File: src/rtl/uart_frame_rx.sv
// UART frame receiver: synchronised line, 3-sample majority vote per bit,
// optional parity and 1 or 2 stop bits; results are published only on rx_done.
module uart_frame_rx #(
  parameter int CLOCK_FREQ = 50_000_000,
  parameter int BAUD       = 115200,
  parameter int DATA_BITS  = 8,
  parameter int PARITY     = 0,
  parameter int STOP_BITS  = 1
) (
  input  logic                 clk,
  input  logic                 reset,
  input  logic                 uart_rx,
  output logic [DATA_BITS-1:0] rx_data,
  output logic                 rx_done,
  output logic                 parity_err,
  output logic                 frame_err
);

  localparam int BAUD_DIV = CLOCK_FREQ / BAUD;
  localparam int MID      = BAUD_DIV / 2;
  localparam int CNT_W    = (BAUD_DIV > 1) ? $clog2(BAUD_DIV) : 1;
  localparam int IDX_W    = $clog2(DATA_BITS);

  localparam logic [CNT_W-1:0] CNT_LAST = CNT_W'(BAUD_DIV - 1);
  localparam logic [CNT_W-1:0] CNT_S0   = CNT_W'(MID - 1);
  localparam logic [CNT_W-1:0] CNT_S1   = CNT_W'(MID);
  localparam logic [CNT_W-1:0] CNT_S2   = CNT_W'(MID + 1);
  localparam logic [IDX_W-1:0] IDX_LAST = IDX_W'(DATA_BITS - 1);
  localparam logic             STOP_LAST = (STOP_BITS == 2);

  localparam logic [2:0] S_IDLE   = 3'd0;
  localparam logic [2:0] S_START  = 3'd1;
  localparam logic [2:0] S_DATA   = 3'd2;
  localparam logic [2:0] S_PARITY = 3'd3;
  localparam logic [2:0] S_STOP   = 3'd4;

  logic                 sync1_reg, sync2_reg, delay_reg;
  logic [2:0]           state_reg, state_next;
  logic [CNT_W-1:0]     cnt_reg, cnt_next;
  logic [IDX_W-1:0]     idx_reg, idx_next;
  logic                 stop_idx_reg, stop_idx_next;
  logic [1:0]           samp_reg, samp_next;
  logic [DATA_BITS-1:0] shift_reg, shift_next;
  logic                 par_err_reg, par_err_next;
  logic                 frm_err_reg, frm_err_next;
  logic [DATA_BITS-1:0] rx_data_reg, rx_data_next;
  logic                 rx_done_reg, rx_done_next;
  logic                 parity_err_reg, parity_err_next;
  logic                 frame_err_reg, frame_err_next;

  logic fall_edge;
  logic cnt_wrap;
  logic at_s2;
  logic vote;
  logic parity_exp;
  logic stop_err;

  assign fall_edge  = delay_reg & ~sync2_reg;
  assign cnt_wrap   = (cnt_reg == CNT_LAST);
  assign at_s2      = (cnt_reg == CNT_S2);
  // Third sample is taken live from the synchroniser in the MID+1 cycle.
  assign vote       = (samp_reg[0] & samp_reg[1]) | (samp_reg[0] & sync2_reg) |
                      (samp_reg[1] & sync2_reg);
  assign parity_exp = (PARITY == 1) ? ~(^shift_reg) : (^shift_reg);
  assign stop_err   = frm_err_reg | ~vote;

  always_comb begin
    state_next      = state_reg;
    cnt_next        = cnt_wrap ? '0 : cnt_reg + 1'b1;
    idx_next        = idx_reg;
    stop_idx_next   = stop_idx_reg;
    samp_next       = samp_reg;
    shift_next      = shift_reg;
    par_err_next    = par_err_reg;
    frm_err_next    = frm_err_reg;
    rx_data_next    = rx_data_reg;
    rx_done_next    = 1'b0;
    parity_err_next = parity_err_reg;
    frame_err_next  = frame_err_reg;

    if (cnt_reg == CNT_S0) samp_next[0] = sync2_reg;
    if (cnt_reg == CNT_S1) samp_next[1] = sync2_reg;

    case (state_reg)
      S_IDLE: begin
        cnt_next      = '0;
        idx_next      = '0;
        stop_idx_next = 1'b0;
        if (fall_edge) begin
          state_next   = S_START;
          par_err_next = 1'b0;
          frm_err_next = 1'b0;
        end
      end
      S_START: begin
        if (at_s2 && vote) begin
          state_next = S_IDLE;
          cnt_next   = '0;
        end else if (cnt_wrap) begin
          state_next = S_DATA;
        end
      end
      S_DATA: begin
        if (at_s2) shift_next = {vote, shift_reg[DATA_BITS-1:1]};
        if (cnt_wrap) begin
          if (idx_reg == IDX_LAST) begin
            idx_next   = '0;
            state_next = (PARITY != 0) ? S_PARITY : S_STOP;
          end else begin
            idx_next = idx_reg + 1'b1;
          end
        end
      end
      S_PARITY: begin
        if (at_s2) par_err_next = vote ^ parity_exp;
        if (cnt_wrap) state_next = S_STOP;
      end
      S_STOP: begin
        if (at_s2) begin
          frm_err_next = stop_err;
          if (stop_idx_reg == STOP_LAST) begin
            // Publish everything together; registered, so it appears next cycle.
            state_next      = S_IDLE;
            cnt_next        = '0;
            rx_done_next    = 1'b1;
            rx_data_next    = shift_reg;
            parity_err_next = par_err_reg;
            frame_err_next  = stop_err;
          end
        end else if (cnt_wrap) begin
          stop_idx_next = 1'b1;
        end
      end
      default: begin
        state_next = S_IDLE;
        cnt_next   = '0;
      end
    endcase
  end

  always_ff @(posedge clk or posedge reset) begin
    if (reset) begin
      sync1_reg      <= 1'b1;
      sync2_reg      <= 1'b1;
      delay_reg      <= 1'b1;
      state_reg      <= S_IDLE;
      cnt_reg        <= '0;
      idx_reg        <= '0;
      stop_idx_reg   <= 1'b0;
      samp_reg       <= '0;
      shift_reg      <= '0;
      par_err_reg    <= 1'b0;
      frm_err_reg    <= 1'b0;
      rx_data_reg    <= '0;
      rx_done_reg    <= 1'b0;
      parity_err_reg <= 1'b0;
      frame_err_reg  <= 1'b0;
    end else begin
      sync1_reg      <= uart_rx;
      sync2_reg      <= sync1_reg;
      delay_reg      <= sync2_reg;
      state_reg      <= state_next;
      cnt_reg        <= cnt_next;
      idx_reg        <= idx_next;
      stop_idx_reg   <= stop_idx_next;
      samp_reg       <= samp_next;
      shift_reg      <= shift_next;
      par_err_reg    <= par_err_next;
      frm_err_reg    <= frm_err_next;
      rx_data_reg    <= rx_data_next;
      rx_done_reg    <= rx_done_next;
      parity_err_reg <= parity_err_next;
      frame_err_reg  <= frame_err_next;
    end
  end

  assign rx_data    = rx_data_reg;
  assign rx_done    = rx_done_reg;
  assign parity_err = parity_err_reg;
  assign frame_err  = frame_err_reg;

endmodule

File: config.mk
export PLATFORM = sky130hd
export DESIGN_NAME = uart_frame_rx
export DESIGN_NICKNAME = d
export VERILOG_FILES = /design/src/rtl/uart_frame_rx.sv
export SDC_FILE = /design/constraint.sdc
export NUM_CORES = 1
export LEC_CHECK = 0
export BUFFER_PORTS_ARGS = -buffer_cell sky130_fd_sc_hd__buf_4
export CAP_MARGIN = 20
export CELL_PAD_IN_SITES_DETAIL_PLACEMENT = 1
export CELL_PAD_IN_SITES_GLOBAL_PLACEMENT = 2
export CORE_UTILIZATION = 44
export DETAILED_ROUTE_END_ITERATION = 12
export GPL_ROUTABILITY_DRIVEN = 0
export PLACE_DENSITY = 0.93
export SYNTH_ARGS = -nofsm -noshare
export SYNTH_HDL_FRONTEND = slang
export SYNTH_SLANG_ARGS = --single-unit
File: constraint.sdc
create_clock -name clk -period 4.85 [get_ports clk]
set_input_delay 0.97 -clock clk [delete_from_list [all_inputs] [get_ports clk]]
set_output_delay 0.97 -clock clk [all_outputs]
set_load 0.01 [all_outputs]
== Word level (Yosys, flattened, before mapping) ==
Cells that the tools add are included.

* Input port bits: 3
* Logic and storage cells: 90
* Register bits after elaboration: 42
* Output and inout bits: 11

* Bitwise gates (word level): 11
* Reduce and logical (&&, ||, !) cells: 14
* Add/sub/neg operators: 2
* Mux-type cells: 28
* Equal/unequal tests: 19

{| class="wikitable"
|+ Operators by type and width
! kind !! count
|-
| $mux 9 || 4
|-
| $mux 3 || 10
|-
| $eq 9x8->1 const B || 3
|-
| $pmux 9 s3 || 1
|-
| $ne 2x2->1 const B || 9
|-
| $pmux 3 s5 || 1
|-
| $reduce_and 3->1 || 4
|-
| $add 9x1->9 const B || 1
|-
| $eq 9x9->1 const B || 1
|-
| $mux 1 || 8
|-
| $reduce_xor 8->1 || 1
|-
| $reduce_and 7->1 || 1
|-
| $eq 3x2->1 const B || 2
|-
| $eq 3x3->1 const B || 2
|-
| $pmux 1 s2 || 3
|-
| $pmux 3 s2 || 1
|-
| $reduce_bool 2->1 || 3
|-
| $and 1x1->1 || 4
|-
| $reduce_and 2->1 || 2
|-
| $add 3x1->3 const B || 1
|-
| $eq 3x1->1 const B || 1
|-
| $logic_not 3->1 || 1
|-
| $ne 3x3->1 const B || 1
|-
| $not 1->1 || 3
|-
| 4 further kinds || 6
|}

== Depth between registers and ports, before layout ==
* Word-level depth: 7
* Mapped depth: 7
* Mapped depth without buffers: 6

== Least setup slack after synthesis ==
Ideal clock, no wire load.

* Kind: flip-flop to flip-flop
* From: register state_reg[0]
* To: register rx_data_reg[0], in the netlist rx_data[0]
* Data required time: 4.725 ns
* Library setup time: 0.125 ns
* Path buffers: 2
* Clock period less this slack: 1.765 ns
* Arrival time: 1.640 ns
* Stages on the path, launching flop included: 6
* Path slack: 3.085 ns
* Cells stage by stage: dfrtp_1 > buf_6 > or3b_4 > nor4_4 > buf_6 > mux2_4

* Word-level cells in the longest chain between the ends: 2

{| class="wikitable"
|+ RTL lines
! what !! line !! RTL
|-
| start: declaration || 38 || <nowiki>logic [2:0] state_reg, state_next;</nowiki>
|-
| start signal: assignment || 162 || <nowiki>state_reg <= state_next;</nowiki>
|-
| $eq 3x3->1 || 84 || <nowiki>case (state_reg)</nowiki>
|-
| $reduce_and 3->1 (no line) || n/a ||
|-
| end signal: assignment || 170 || <nowiki>rx_data_reg <= rx_data_next;</nowiki>
|-
| end: declaration || 46 || <nowiki>logic [DATA_BITS-1:0] rx_data_reg, rx_data_next;</nowiki>
|}

Every way passes these cells.
A chain may end at the register's enable or synchronous reset.

== Worst setup path after layout ==
* From: register state_reg[2]
* To: register rx_data_reg[7], in the netlist rx_data[7]

Same word-level chain as after synthesis.

==> flow_summary.ini <==
[cts]
clock_path_buffers = 2
cts_resized = 0
cts_buffers = 5
htreeDepth = 2
cts_setup_buffers = 0
cts_tree = yes
ctsHoldBuffers = 0
clock_latency_ns = 0.30
clock-sinks = 42
cts-root-buf = clkbuf_8
path_clk_slew_ns = 0.08

[setup_path]
setup.worst_path.start_class = register
endpoint_kind = register
cpMaxStageDelayCell = nor4_4
cp_data_arrival_time_ns = 2.50
startpoint = state_reg[2]
r2r_slack_ns = 2.54
slowest_delay_ns = 0.82
endpoint = rx_data[7]
r2r-end = rx_data[7]
rr_worst_depth = 3
r2r-start = state_reg[2]
crit_type = register to register
path_max_fanout = 12
cp.required_ns = 5.04
crit_chain = or3b_4, nor4_4, mux2_2

[global_routing]
grt_pass1_wl_um = 7180
grt-ovfl-total = 0
grt_pass1_vias = 1439
antenna_found_initial = 0
grt_usage_pct = 19.0
grt_max_degree = 43

[synth]
synth_ff_type = dfrtp_1
synth_top_area_share_pct = 47.3
seq_area_frac_synth_pct = 51.1
synth_area_leaders = dfrtp_1 47%, mux2_4 5.1%, xnor2_1 5.1%
syn_area_per_cell_um2 = 12.1
synth_edf_count = 0
synth_nets = 179
async_reset_ff_share_pct = 100
netlist-cell-type-count = 43
ys_warn_count = 0
syn_area_um2 = 2060
synth_seq_cells = 42
yosysTopAreaCell = dfrtp_1
syn_inst = 170

[floorplanning]
core_um2 = 4440
initial_utilization_pct = 46.5
dieWidth_um = 70.5
num_io_pins = 14
die_y_um = 70.5
num_rows = 24
die_area_um2 = 4970

[place]
place_hpwl_um = 2820
port_buffers = 13

[power]
p_seq_share_pct = 54.7
p_clk_share_pct = 32.0
p_comb_share_pct = 13.4
p_leak_nw = 1.07
max-vdd-ir-drop_mv = 0.183
p_sw_mw = 0.216
power.density_nw_per_um2 = 327
power_mw = 0.747
swShare_pct = 28.9
p_int_mw = 0.532

[routing]
wl_per_cell_um = 17.2
drc = 0
ant_nets = 0
wl_met3_um = 107
drtIter0Drc = 52
top_layer = met4
routed_wl_um = 4100
wl_met1_um = 1950
dr.pass1.iters = 4
vias_per_cell = 5.60
vias = 1332
wl_met2_um = 1980

[layout]
layout_commonest_cell = dfrtp_1
insertedDiodeCount = 0
drive_above_1_share_pct = 23.7
largest_reg_flops = 9
nNetsFinal = 194
final_cell_mix = 39 x dfrtp_1, 14 x nor2_1, 14 x buf_4
syn2layout_area_growth_pct = 10.8
n_fill_cell = 486

[run]
maxCapViolCount = 0

[timing]
fin_setup_tns_ns = 0
timing.final.crit_share_pct = 47.7
worst_slew_pin_slew_ns = 0.985
min_period_ns = 2.31
finalHoldViolCount = 0
slew_viol_final = 0
max_slew_margin_pct = 33.8
rsz0062_at_grt = no
fmax_mhz = 433
clock_skew_ns = 0.00959
setup_viol = 0

[status]
status = complete, no violations

[worst_hold_path]
worstHoldPathType = register to register
-- cell usage after synthesis (2+ instances only) --
| cell | number |
|---|---|
| dfrtp_1 | 39 |
| nor2_1 | 14 |
| xnor2_1 | 12 |
| mux2_1 | 8 |
| inv_1 | 7 |
| mux2_4 | 7 |
| nand2_1 | 7 |
| nor3_1 | 7 |
| a21oi_1 | 6 |
| ha_1 | 6 |
| mux2_2 | 5 |
| nand3_1 | 5 |
| buf_2 | 4 |
| a211oi_1 | 3 |
| dfstp_2 | 3 |
| a21o_1 | 2 |
| a22o_1 | 2 |
| and4b_1 | 2 |
| buf_6 | 2 |
| nand2b_1 | 2 |
| nand4_1 | 2 |
| o21ai_0 | 2 |
| o31ai_2 | 2 |
| o41ai_1 | 2 |
-- final cells by class --
type | instances | area, um2 | share of cell area [%]
Sequential cell | 42 | 1050 | 46.1
Clock inverter | 2 | 12.5 | 0.547
Inverter | 7 | 26.3 | 1.15
Clock buffer | 6 | 82.6 | 3.61
Tap cell | 52 | 65.1 | 2.84
Multi-Input combinational cell | 115 | 941 | 41.1
Timing Repair Buffer | 14 | 105 | 4.60
-- worst max-delay path: cells and delay by family (launching register included) --
| kind | cells | cell delay (ns) |
|---|---|---|
| mux | 1 | 0.42 |
| flops | 1 | 0.53 |
| simple gates | 2 | 1.25 |
-- through the flow --
stage	instance area [um2]	hold slack, ns	utilization [%]	cells	worst slack [ns]
6_report	2290	0.359	51.5	238	2.54
4_1_cts	2290	0.361	51.5	238	2.50
5_1_grt	2290	0.364	51.5	238	2.40
2_1_floorplan	2060	0.345	-	170	2.91
3_5_place_dp	2190	0.350	49.3	230	2.53
3_3_place_gp	2190	0.346	49.3	230	2.63
-- power groups by stage --
stage | clock [mW] | sequential [mW] | combinational [mW]
6_report | 0.239 | 0.409 | 0.0999
5_1_grt | 0.260 | 0.415 | 0.114
4_1_cts | 0.248 | 0.408 | 0.101
3_5_place_dp | 0 | 0.415 | 0.0996
3_3_place_gp | 0 | 0.412 | 0.0939
2_1_floorplan | 0 | 0.404 | 0.0834
-- worst min path at each step --
stage                   start   endpoint  slack (ns)  cells after the start
floorplan           sync1_reg  sync2_reg        0.35                      0
global placement    sync1_reg  sync2_reg        0.35                      0
detailed placement  sync1_reg  sync2_reg        0.35                      0
CTS                 sync1_reg  sync2_reg        0.36                      0
global route        sync1_reg  sync2_reg        0.36                      0
finish              sync1_reg  sync2_reg        0.36                      0
-- per-layer routing --
layer | global-route usage (%) | vias to the layer above
met2 | 30.4 | 13
li1 | - | 632
met1 | 25.4 | 681
met3 | 4.47 | 6
met4 | 7.03 | 0
met5 | 0 | -
-- kinds of logic after synthesis --
family	after synthesis	synth area share, %
simple gates	52	14.9
mux	21	12.7
compound gates	21	7.27
buf+inv	13	3.33
fa+ha+maj	7	4.12
flops	42	51.1
xor+xnor	14	6.61
Power figures use the tool's default switching activity.
